==> config.mk <==
export PLATFORM = sky130hd
export DESIGN_NAME = sysbus_arbiter_flat
export DESIGN_NICKNAME = d
export VERILOG_FILES = /design/src/rtl/sysbus_arb_pkg.sv /design/src/rtl/sysbus_arbiter_if.sv /design/src/rtl/sysbus_arbiter_rr_pick2.sv /design/src/rtl/sysbus_arbiter.sv /design/src/flat_wrapper.sv
export SDC_FILE = /design/constraint.sdc
export NUM_CORES = 1
export LEC_CHECK = 0
export ABC_AREA = 1
export BUFFER_PORTS_ARGS = -buffer_cell sky130_fd_sc_hd__buf_2
export CAP_MARGIN = 10
export CELL_PAD_IN_SITES_DETAIL_PLACEMENT = 0
export CELL_PAD_IN_SITES_GLOBAL_PLACEMENT = 1
export CORE_AREA = 4 4 140 142
export DETAILED_ROUTE_END_ITERATION = 7
export DIE_AREA = 0 0 144 146
export GPL_TIMING_DRIVEN = 1
export PLACE_DENSITY = 0.84
export SLEW_MARGIN = 20
export SYNTH_ARGS = -nofsm -noshare
export SYNTH_HDL_FRONTEND = slang
export SYNTH_SLANG_ARGS = --single-unit
export TNS_END_PERCENT = 10
==> constraint.sdc <==
create_clock -name clk -period 2.8 [get_ports clk]
set_clock_uncertainty 0.05 [all_clocks]
set_input_delay 0.14 -clock clk [delete_from_list [all_inputs] [get_ports clk]]
set_output_delay 0.14 -clock clk [all_outputs]
set_load 0.005 [all_outputs]
==> src/rtl/sysbus_arb_pkg.sv <==
// Shared types and constants for the two-port Sysbus read arbiter.
// Sysbus command encodings live here so the whole slice agrees on one definition.
package sysbus_arb_pkg;

  localparam logic       SYSBUS_READ   = 1'b1;
  localparam logic [3:0] SYSBUS_MEMORY = 4'b0001;

  typedef enum logic [1:0] {
    IDLE = 2'd0,
    REQ  = 2'd1,
    RESP = 2'd2
  } arb_state_t;

  localparam int BEATS_DEFAULT    = 8;
  localparam int LINE_OFFSET_BITS = 6;

  localparam int TAG_RW_BIT  = 12;
  localparam int TAG_TGT_MSB = 11;
  localparam int TAG_TGT_LSB = 8;
  localparam int TAG_ID_MSB  = 7;
  localparam int TAG_ID_LSB  = 0;

  // Read-line tag with the requesting port as the transaction ID.
  function automatic logic [12:0] read_tag(input logic owner);
    read_tag = {SYSBUS_READ, SYSBUS_MEMORY, 7'b0000000, owner};
  endfunction

endpackage

==> src/rtl/sysbus_arbiter_if.sv <==
// Port-side and bus-side signals of the Sysbus read arbiter.
interface sysbus_arbiter_if #(
  parameter int DW = 64,
  parameter int TW = 13
);
  logic          p0_req_valid, p1_req_valid;
  logic [DW-1:0] p0_req_addr, p1_req_addr;
  logic          p0_req_ack, p1_req_ack;
  logic          p0_resp_valid, p1_resp_valid;
  logic          p0_resp_last, p1_resp_last;
  logic [DW-1:0] resp_data;
  logic          bus_reqcyc;
  logic [DW-1:0] bus_req;
  logic [TW-1:0] bus_reqtag;
  logic          bus_reqack;
  logic          bus_respcyc;
  logic          bus_respack;
  logic [DW-1:0] bus_resp;
  logic [TW-1:0] bus_resptag;
  logic          tag_err;

  modport master (
    input  p0_req_valid, p1_req_valid, p0_req_addr, p1_req_addr,
           bus_reqack, bus_respcyc, bus_resp, bus_resptag,
    output p0_req_ack, p1_req_ack, p0_resp_valid, p1_resp_valid,
           p0_resp_last, p1_resp_last, resp_data, bus_reqcyc, bus_req,
           bus_reqtag, bus_respack, tag_err
  );

  modport slave (
    output p0_req_valid, p1_req_valid, p0_req_addr, p1_req_addr,
           bus_reqack, bus_respcyc, bus_resp, bus_resptag,
    input  p0_req_ack, p1_req_ack, p0_resp_valid, p1_resp_valid,
           p0_resp_last, p1_resp_last, resp_data, bus_reqcyc, bus_req,
           bus_reqtag, bus_respack, tag_err
  );
endinterface

==> src/rtl/sysbus_arbiter_rr_pick2.sv <==
// Two-way round-robin pick: on a tie the port not granted last time wins.
module rr_pick2 (
  input  logic [1:0] req_i,
  input  logic       last_grant_i,
  output logic       grant_valid_o,
  output logic       grant_id_o
);

  // Winner selection from the request pair and previous grant.
  always_comb begin
    grant_valid_o = |req_i;
    case (req_i)
      2'b01:   grant_id_o = 1'b0;
      2'b10:   grant_id_o = 1'b1;
      2'b11:   grant_id_o = ~last_grant_i;
      default: grant_id_o = 1'b0;
    endcase
  end

endmodule

==> src/rtl/sysbus_arbiter.sv <==
// Shares the Sysbus read channel between fetch (port 0) and data (port 1):
// one line request at a time, response beats routed back to the owning port.
module sysbus_arbiter
  import sysbus_arb_pkg::*;
#(
  parameter int BUS_DATA_WIDTH = 64,
  parameter int BUS_TAG_WIDTH  = 13,
  parameter int BEATS          = BEATS_DEFAULT
) (
  input  logic             clk,
  input  logic             reset,
  sysbus_arbiter_if.master bus_if
);

  localparam int                CNT_W     = $clog2(BEATS);
  localparam logic [CNT_W-1:0]  LAST_BEAT = CNT_W'(BEATS - 1);

  arb_state_t                state_q;
  logic                      last_grant_q;
  logic                      owner_q;
  logic                      tag_err_q;
  logic [BUS_DATA_WIDTH-1:0] addr_q;
  logic [BUS_TAG_WIDTH-1:0]  tag_q;
  logic [CNT_W-1:0]          cnt_q;

  logic                      grant_valid_s;
  logic                      grant_id_s;
  logic                      in_req_s;
  logic                      consume_s;
  logic                      last_beat_s;
  logic                      tag_bad_s;
  logic [BUS_DATA_WIDTH-1:0] win_addr_s;
  logic                      unused_ok_s;

  rr_pick2 u_pick (
    .req_i         ({bus_if.p1_req_valid, bus_if.p0_req_valid}),
    .last_grant_i  (last_grant_q),
    .grant_valid_o (grant_valid_s),
    .grant_id_o    (grant_id_s)
  );

  // Address of the winning port, line-aligned.
  always_comb begin
    if (grant_id_s) begin
      win_addr_s = {bus_if.p1_req_addr[BUS_DATA_WIDTH-1:LINE_OFFSET_BITS],
                    {LINE_OFFSET_BITS{1'b0}}};
    end else begin
      win_addr_s = {bus_if.p0_req_addr[BUS_DATA_WIDTH-1:LINE_OFFSET_BITS],
                    {LINE_OFFSET_BITS{1'b0}}};
    end
  end

  assign in_req_s    = (state_q == REQ);
  assign consume_s   = (state_q == RESP) && bus_if.bus_respcyc;
  assign last_beat_s = consume_s && (cnt_q == LAST_BEAT);
  // Only the ID field is checked; rd/wr and target bits are not owner-specific.
  assign tag_bad_s   = (bus_if.bus_resptag[TAG_ID_MSB:TAG_ID_LSB] != {7'b0000000, owner_q});
  assign unused_ok_s = ^{bus_if.bus_resptag[BUS_TAG_WIDTH-1:TAG_TGT_LSB],
                         bus_if.p0_req_addr[LINE_OFFSET_BITS-1:0],
                         bus_if.p1_req_addr[LINE_OFFSET_BITS-1:0]};

  // Arbitration / request / response-collection state machine.
  always_ff @(posedge clk or negedge reset) begin
    if (!reset) begin
      state_q      <= IDLE;
      last_grant_q <= 1'b1;
      owner_q      <= 1'b0;
      tag_err_q    <= 1'b0;
      addr_q       <= {BUS_DATA_WIDTH{1'b0}};
      tag_q        <= {BUS_TAG_WIDTH{1'b0}};
      cnt_q        <= {CNT_W{1'b0}};
    end else begin
      case (state_q)
        IDLE: begin
          if (grant_valid_s) begin
            addr_q       <= win_addr_s;
            tag_q        <= BUS_TAG_WIDTH'(read_tag(grant_id_s));
            owner_q      <= grant_id_s;
            last_grant_q <= grant_id_s;
            state_q      <= REQ;
          end
        end
        REQ: begin
          if (bus_if.bus_reqack) begin
            cnt_q   <= {CNT_W{1'b0}};
            state_q <= RESP;
          end
        end
        RESP: begin
          if (consume_s) begin
            cnt_q <= cnt_q + CNT_W'(1);
            if (tag_bad_s) begin
              tag_err_q <= 1'b1;
            end
            if (last_beat_s) begin
              state_q <= IDLE;
            end
          end
        end
        default: state_q <= IDLE;
      endcase
    end
  end

  assign bus_if.bus_reqcyc    = in_req_s;
  assign bus_if.bus_req       = addr_q;
  assign bus_if.bus_reqtag    = tag_q;
  assign bus_if.bus_respack   = consume_s;
  assign bus_if.tag_err       = tag_err_q;
  assign bus_if.p0_req_ack    = in_req_s && bus_if.bus_reqack && !owner_q;
  assign bus_if.p1_req_ack    = in_req_s && bus_if.bus_reqack &&  owner_q;
  assign bus_if.p0_resp_valid = consume_s && !owner_q;
  assign bus_if.p1_resp_valid = consume_s &&  owner_q;
  assign bus_if.p0_resp_last  = last_beat_s && !owner_q;
  assign bus_if.p1_resp_last  = last_beat_s &&  owner_q;
  assign bus_if.resp_data     = consume_s ? bus_if.bus_resp : {BUS_DATA_WIDTH{1'b0}};

endmodule
==> src/flat_wrapper.sv <==
// flat-port wrapper written by rule: the top's interface ports become plain ports
module sysbus_arbiter_flat import sysbus_arb_pkg::*;
#(
  parameter int BUS_DATA_WIDTH = 64,
  parameter int BUS_TAG_WIDTH  = 13,
  parameter int BEATS          = BEATS_DEFAULT
)
  (clk, reset, bus_if_p0_req_valid, bus_if_p1_req_valid, bus_if_p0_req_addr, bus_if_p1_req_addr, bus_if_bus_reqack, bus_if_bus_respcyc, bus_if_bus_resp, bus_if_bus_resptag, bus_if_p0_req_ack, bus_if_p1_req_ack, bus_if_p0_resp_valid, bus_if_p1_resp_valid, bus_if_p0_resp_last, bus_if_p1_resp_last, bus_if_resp_data, bus_if_bus_reqcyc, bus_if_bus_req, bus_if_bus_reqtag, bus_if_bus_respack, bus_if_tag_err);
  sysbus_arbiter_if bus_if_i ();
  input  logic clk;
  input  logic reset;
  input wire logic [$bits(bus_if_i.p0_req_valid)-1:0] bus_if_p0_req_valid;
  input wire logic [$bits(bus_if_i.p1_req_valid)-1:0] bus_if_p1_req_valid;
  input wire logic [$bits(bus_if_i.p0_req_addr)-1:0] bus_if_p0_req_addr;
  input wire logic [$bits(bus_if_i.p1_req_addr)-1:0] bus_if_p1_req_addr;
  input wire logic [$bits(bus_if_i.bus_reqack)-1:0] bus_if_bus_reqack;
  input wire logic [$bits(bus_if_i.bus_respcyc)-1:0] bus_if_bus_respcyc;
  input wire logic [$bits(bus_if_i.bus_resp)-1:0] bus_if_bus_resp;
  input wire logic [$bits(bus_if_i.bus_resptag)-1:0] bus_if_bus_resptag;
  output wire logic [$bits(bus_if_i.p0_req_ack)-1:0] bus_if_p0_req_ack;
  output wire logic [$bits(bus_if_i.p1_req_ack)-1:0] bus_if_p1_req_ack;
  output wire logic [$bits(bus_if_i.p0_resp_valid)-1:0] bus_if_p0_resp_valid;
  output wire logic [$bits(bus_if_i.p1_resp_valid)-1:0] bus_if_p1_resp_valid;
  output wire logic [$bits(bus_if_i.p0_resp_last)-1:0] bus_if_p0_resp_last;
  output wire logic [$bits(bus_if_i.p1_resp_last)-1:0] bus_if_p1_resp_last;
  output wire logic [$bits(bus_if_i.resp_data)-1:0] bus_if_resp_data;
  output wire logic [$bits(bus_if_i.bus_reqcyc)-1:0] bus_if_bus_reqcyc;
  output wire logic [$bits(bus_if_i.bus_req)-1:0] bus_if_bus_req;
  output wire logic [$bits(bus_if_i.bus_reqtag)-1:0] bus_if_bus_reqtag;
  output wire logic [$bits(bus_if_i.bus_respack)-1:0] bus_if_bus_respack;
  output wire logic [$bits(bus_if_i.tag_err)-1:0] bus_if_tag_err;
  assign bus_if_i.p0_req_valid = bus_if_p0_req_valid;
  assign bus_if_i.p1_req_valid = bus_if_p1_req_valid;
  assign bus_if_i.p0_req_addr = bus_if_p0_req_addr;
  assign bus_if_i.p1_req_addr = bus_if_p1_req_addr;
  assign bus_if_i.bus_reqack = bus_if_bus_reqack;
  assign bus_if_i.bus_respcyc = bus_if_bus_respcyc;
  assign bus_if_i.bus_resp = bus_if_bus_resp;
  assign bus_if_i.bus_resptag = bus_if_bus_resptag;
  assign bus_if_p0_req_ack = bus_if_i.p0_req_ack;
  assign bus_if_p1_req_ack = bus_if_i.p1_req_ack;
  assign bus_if_p0_resp_valid = bus_if_i.p0_resp_valid;
  assign bus_if_p1_resp_valid = bus_if_i.p1_resp_valid;
  assign bus_if_p0_resp_last = bus_if_i.p0_resp_last;
  assign bus_if_p1_resp_last = bus_if_i.p1_resp_last;
  assign bus_if_resp_data = bus_if_i.resp_data;
  assign bus_if_bus_reqcyc = bus_if_i.bus_reqcyc;
  assign bus_if_bus_req = bus_if_i.bus_req;
  assign bus_if_bus_reqtag = bus_if_i.bus_reqtag;
  assign bus_if_bus_respack = bus_if_i.bus_respack;
  assign bus_if_tag_err = bus_if_i.tag_err;
  sysbus_arbiter #(.BUS_DATA_WIDTH(BUS_DATA_WIDTH), .BUS_TAG_WIDTH(BUS_TAG_WIDTH), .BEATS(BEATS)) u_core (.clk(clk), .reset(reset), .bus_if(bus_if_i));
endmodule
==> out/results.txt <==
Synth Instances -> 652
Post-cts sizing count -> 0
CTS tree -> built
Combinational power share -> 42.0%
Post-synth cell types -> 22
VDD IR-drop max -> 0.334 mV
Dominant synthesized flop cell -> dfrtp_1
Reg power frac -> 33.4%
Detailed Routing Iterations Pass 1 -> 4
Reg2reg path depth -> 7
Power Density -> 809 mW/mm^2
Relative max-transition margin -> 41.2%
Initial antenna violation count -> 0
Sw frac -> 39.1%
Layout cells sized above 1 -> 36.9%
Clock root cell -> clkbuf_16
Slew Limit Fails -> 0
MaxCap Viol Count -> 0
Largest family of logic cells by synthesized area -> simple AND/OR/NAND/NOR gates
First-pass GRT wire length -> 24400 um
Fmax -> 420 MHz
Arr. time, crit path -> 2.19 ns
Element type at the critical path start -> register
Setup violators final -> 0
PortBufs -> 327
Mux cell area share after synthesis -> 0.250%
Tcrit/Tclk final -> 85.0%
Yosys top cell area share -> 41.2%
Yosys reg bits -> 67
Clk_lat worst skew -> 0.33 ns
Status -> finished clean
Overflow after GRT -> 0
Int Power -> 3.03 mW
Setup CP Type -> register to output pin
Iter 0 DRT Violations -> 119
Tmin final -> 2.38 ns
Post-Syn Area -> 0.00401 sq mm
# IOs -> 361
Area growth syn-to-layout -> 53.5%
Num rows -> 50
Simple-gate share of the synthesized area -> 42.7%
FF-to-FF setup slack -> 0.90 ns
Worst hold path depth -> 5
Crit-path max FO -> 51
Post-synthesis sequential area ratio -> 41.9%
Clock power share -> 24.6%
Routed via count -> 4755
Clock-pin transition on the worst setup and hold timing paths -> 0.06 ns
Nets -> 1180
Die height -> 146 um
Post-synthesis compound-gate area fraction -> 0.437%
Worst-Margin Slew -> 0.878 ns
Chip Width -> 144 um
Post-DP HPWL -> 13500 um
Largest net degree at the start of global routing -> 62
Post-Synth XOR/XNOR Area -> 0%
Num CTS Buffers -> 9
Crit end category -> output pin
Clock Sinks -> 67
Yosys top cell by area -> dfrtp_1
Post-synth EDFFs -> 0
Count leader, synth -> nand2_1
Antenna Violating Nets Remaining -> 0
Post-synthesis adder-cell area fraction -> 0.624%
All-Layer GR Usage -> 15.1%
# DRC -> 0
Synth warn -> 0
Synth async-reset ratio -> 100%
Vias/cell -> 3.94
Hold Fails Final Rpt -> 0
Hold_ws -> 0.0352 ns
Syn Area/Cell -> 6.15 sq um
Die ar. -> 0.0210 sq mm
Post-synth top cells -> nand2_1, inv_1, nor2_1
Area contributors post-synth -> dfrtp_1, nand2_1, inv_1
Initial Util -> 21.7%
Critical path data required time -> 2.61 ns
Lkg Pwr -> 4.19 nW
Hold/Removal Path Class -> input pin to register
Max H-tree Level -> 3
RSZ-0062 raised after global routing -> no
Routability Congestion -> 0.779
Number of global-route vias before repair -> 4492
Core footprint -> 0.0185 sq mm
CTS Buffer Depth -> 2
WL per Instance -> 13.9 um
Sum Neg Setup Slack -> 0 ns
Ant diodes -> 0
DRT Wirelength -> 16700 um
Switching pwr -> 1.95 mW
-- logic make-up (layout without fill, tap and decap cells) --
logic type      after synthesis  in the layout
buf+inv                     129            434
compound gates                3              3
fa+ha+maj                     2              2
flops                        67             67
simple gates                449            449
other cells                   1             16
mux                           1              1
-- what timing repair did --
action | in CTS | in global routing
hold endpoints to repair | 27 | 0
hold buffers | 2 | 0
setup buffers | 0 | 0
-- critical path: stages (launching register included) --
cell and delay, ns:
dfrtp_1 0.43, inv_1 0.07, nor2_2 0.17, nand2_2 0.52, buf_4 0.41, nor2_1 0.12
buf_2 0.13
-- metrics by stage --
step / std cells / cell area, sq um / setup WS [ns] / total power [mW] / utilization (%)
finish: 1206 / 6150 / 0.419 / 4.98 / 33.3
global route: 1206 / 6150 / 0.192 / 5.44 / 33.3
CTS: 1206 / 6150 / 0.371 / 5.12 / 33.3
detailed placement: 1188 / 5810 / 0.745 / 3.85 / 31.5
global placement: 1188 / 5810 / 0.812 / 3.81 / 31.5
floorplan: 667 / 4060 / 1.41 / 2.77 / -
-- state kept, by name, summed over array words and instances (netlist names) --
register,cells
u_core.bus_if.bus_req,58
u_core.cnt_q,3
u_core.bus_if.bus_reqtag,2
u_core.state_q,2
u_core.bus_if.tag_err,1
u_core.last_grant_q,1
-- placed cells by master, fill, tap and decap left out, types with 2 or more instances in the layout --
master	n
inv_1	78
ha_1	2
conb_1	16
clkbuf_16	9
dfrtp_1	66
inv_2	2
buf_4	8
clkinv_4	2
nor2_1	72
buf_2	327
nand3_1	3
dlygate4sd3_1	2
bufinv_16	2
nor3_1	2
nand2_1	367
nand2_2	2
-- path summary, 6_finish.rpt --
| path | endpoint | start |
|---|---|---|
| min | u_core.bus_if.bus_req[57]$_DFFE_PN0P_ | bus_if_p1_req_addr[57] |
| max in group asynchronous | u_core.bus_if.bus_req[35]$_DFFE_PN0P_ | reset |
| max | bus_if_resp_data[33] | u_core.state_q[1]$_DFFE_PN0P_ |
| min in group asynchronous | u_core.bus_if.bus_req[19]$_DFFE_PN0P_ | reset |
| max reg2reg | u_core.bus_if.tag_err$_DFFE_PN0P_ | u_core.state_q[1]$_DFFE_PN0P_ |
| min reg2reg | u_core.last_grant_q$_DFFE_PN1P_ | u_core.last_grant_q$_DFFE_PN1P_ |
-- per-layer routing --
metal / global-route usage [%] / share of wire, % / vias up
met1: 16.1 / 37 / 2065
met5: 0 / 0 / -
met4: 4.14 / 1.3 / 0
met2: 28.2 / 52 / 203
li1: - / - / 2474
met3: 4.86 / 9.4 / 13
-- power groups by stage --
stage          Sequential, mW  Clock (mW)  Combinational [mW]
6_report                 1.66        1.22                2.09
5_1_grt                  1.72        1.31                2.41
4_1_cts                  1.67        1.27                2.18
3_5_place_dp             1.67           0                2.18
3_3_place_gp             1.66           0                2.14
2_1_floorplan            1.69           0                1.08
-- final cells by class --
class | instances | area [sq um]
repair buffers | 338 | 1740
flip-flops and latches | 67 | 1680
well taps | 234 | 293
clock inverters | 6 | 90.1
clock buffers | 10 | 229
fillers | 2083 | 12300
multi-input cells | 471 | 1830
inverters | 80 | 300
Note: power is estimated with default switching activity, not from simulation.
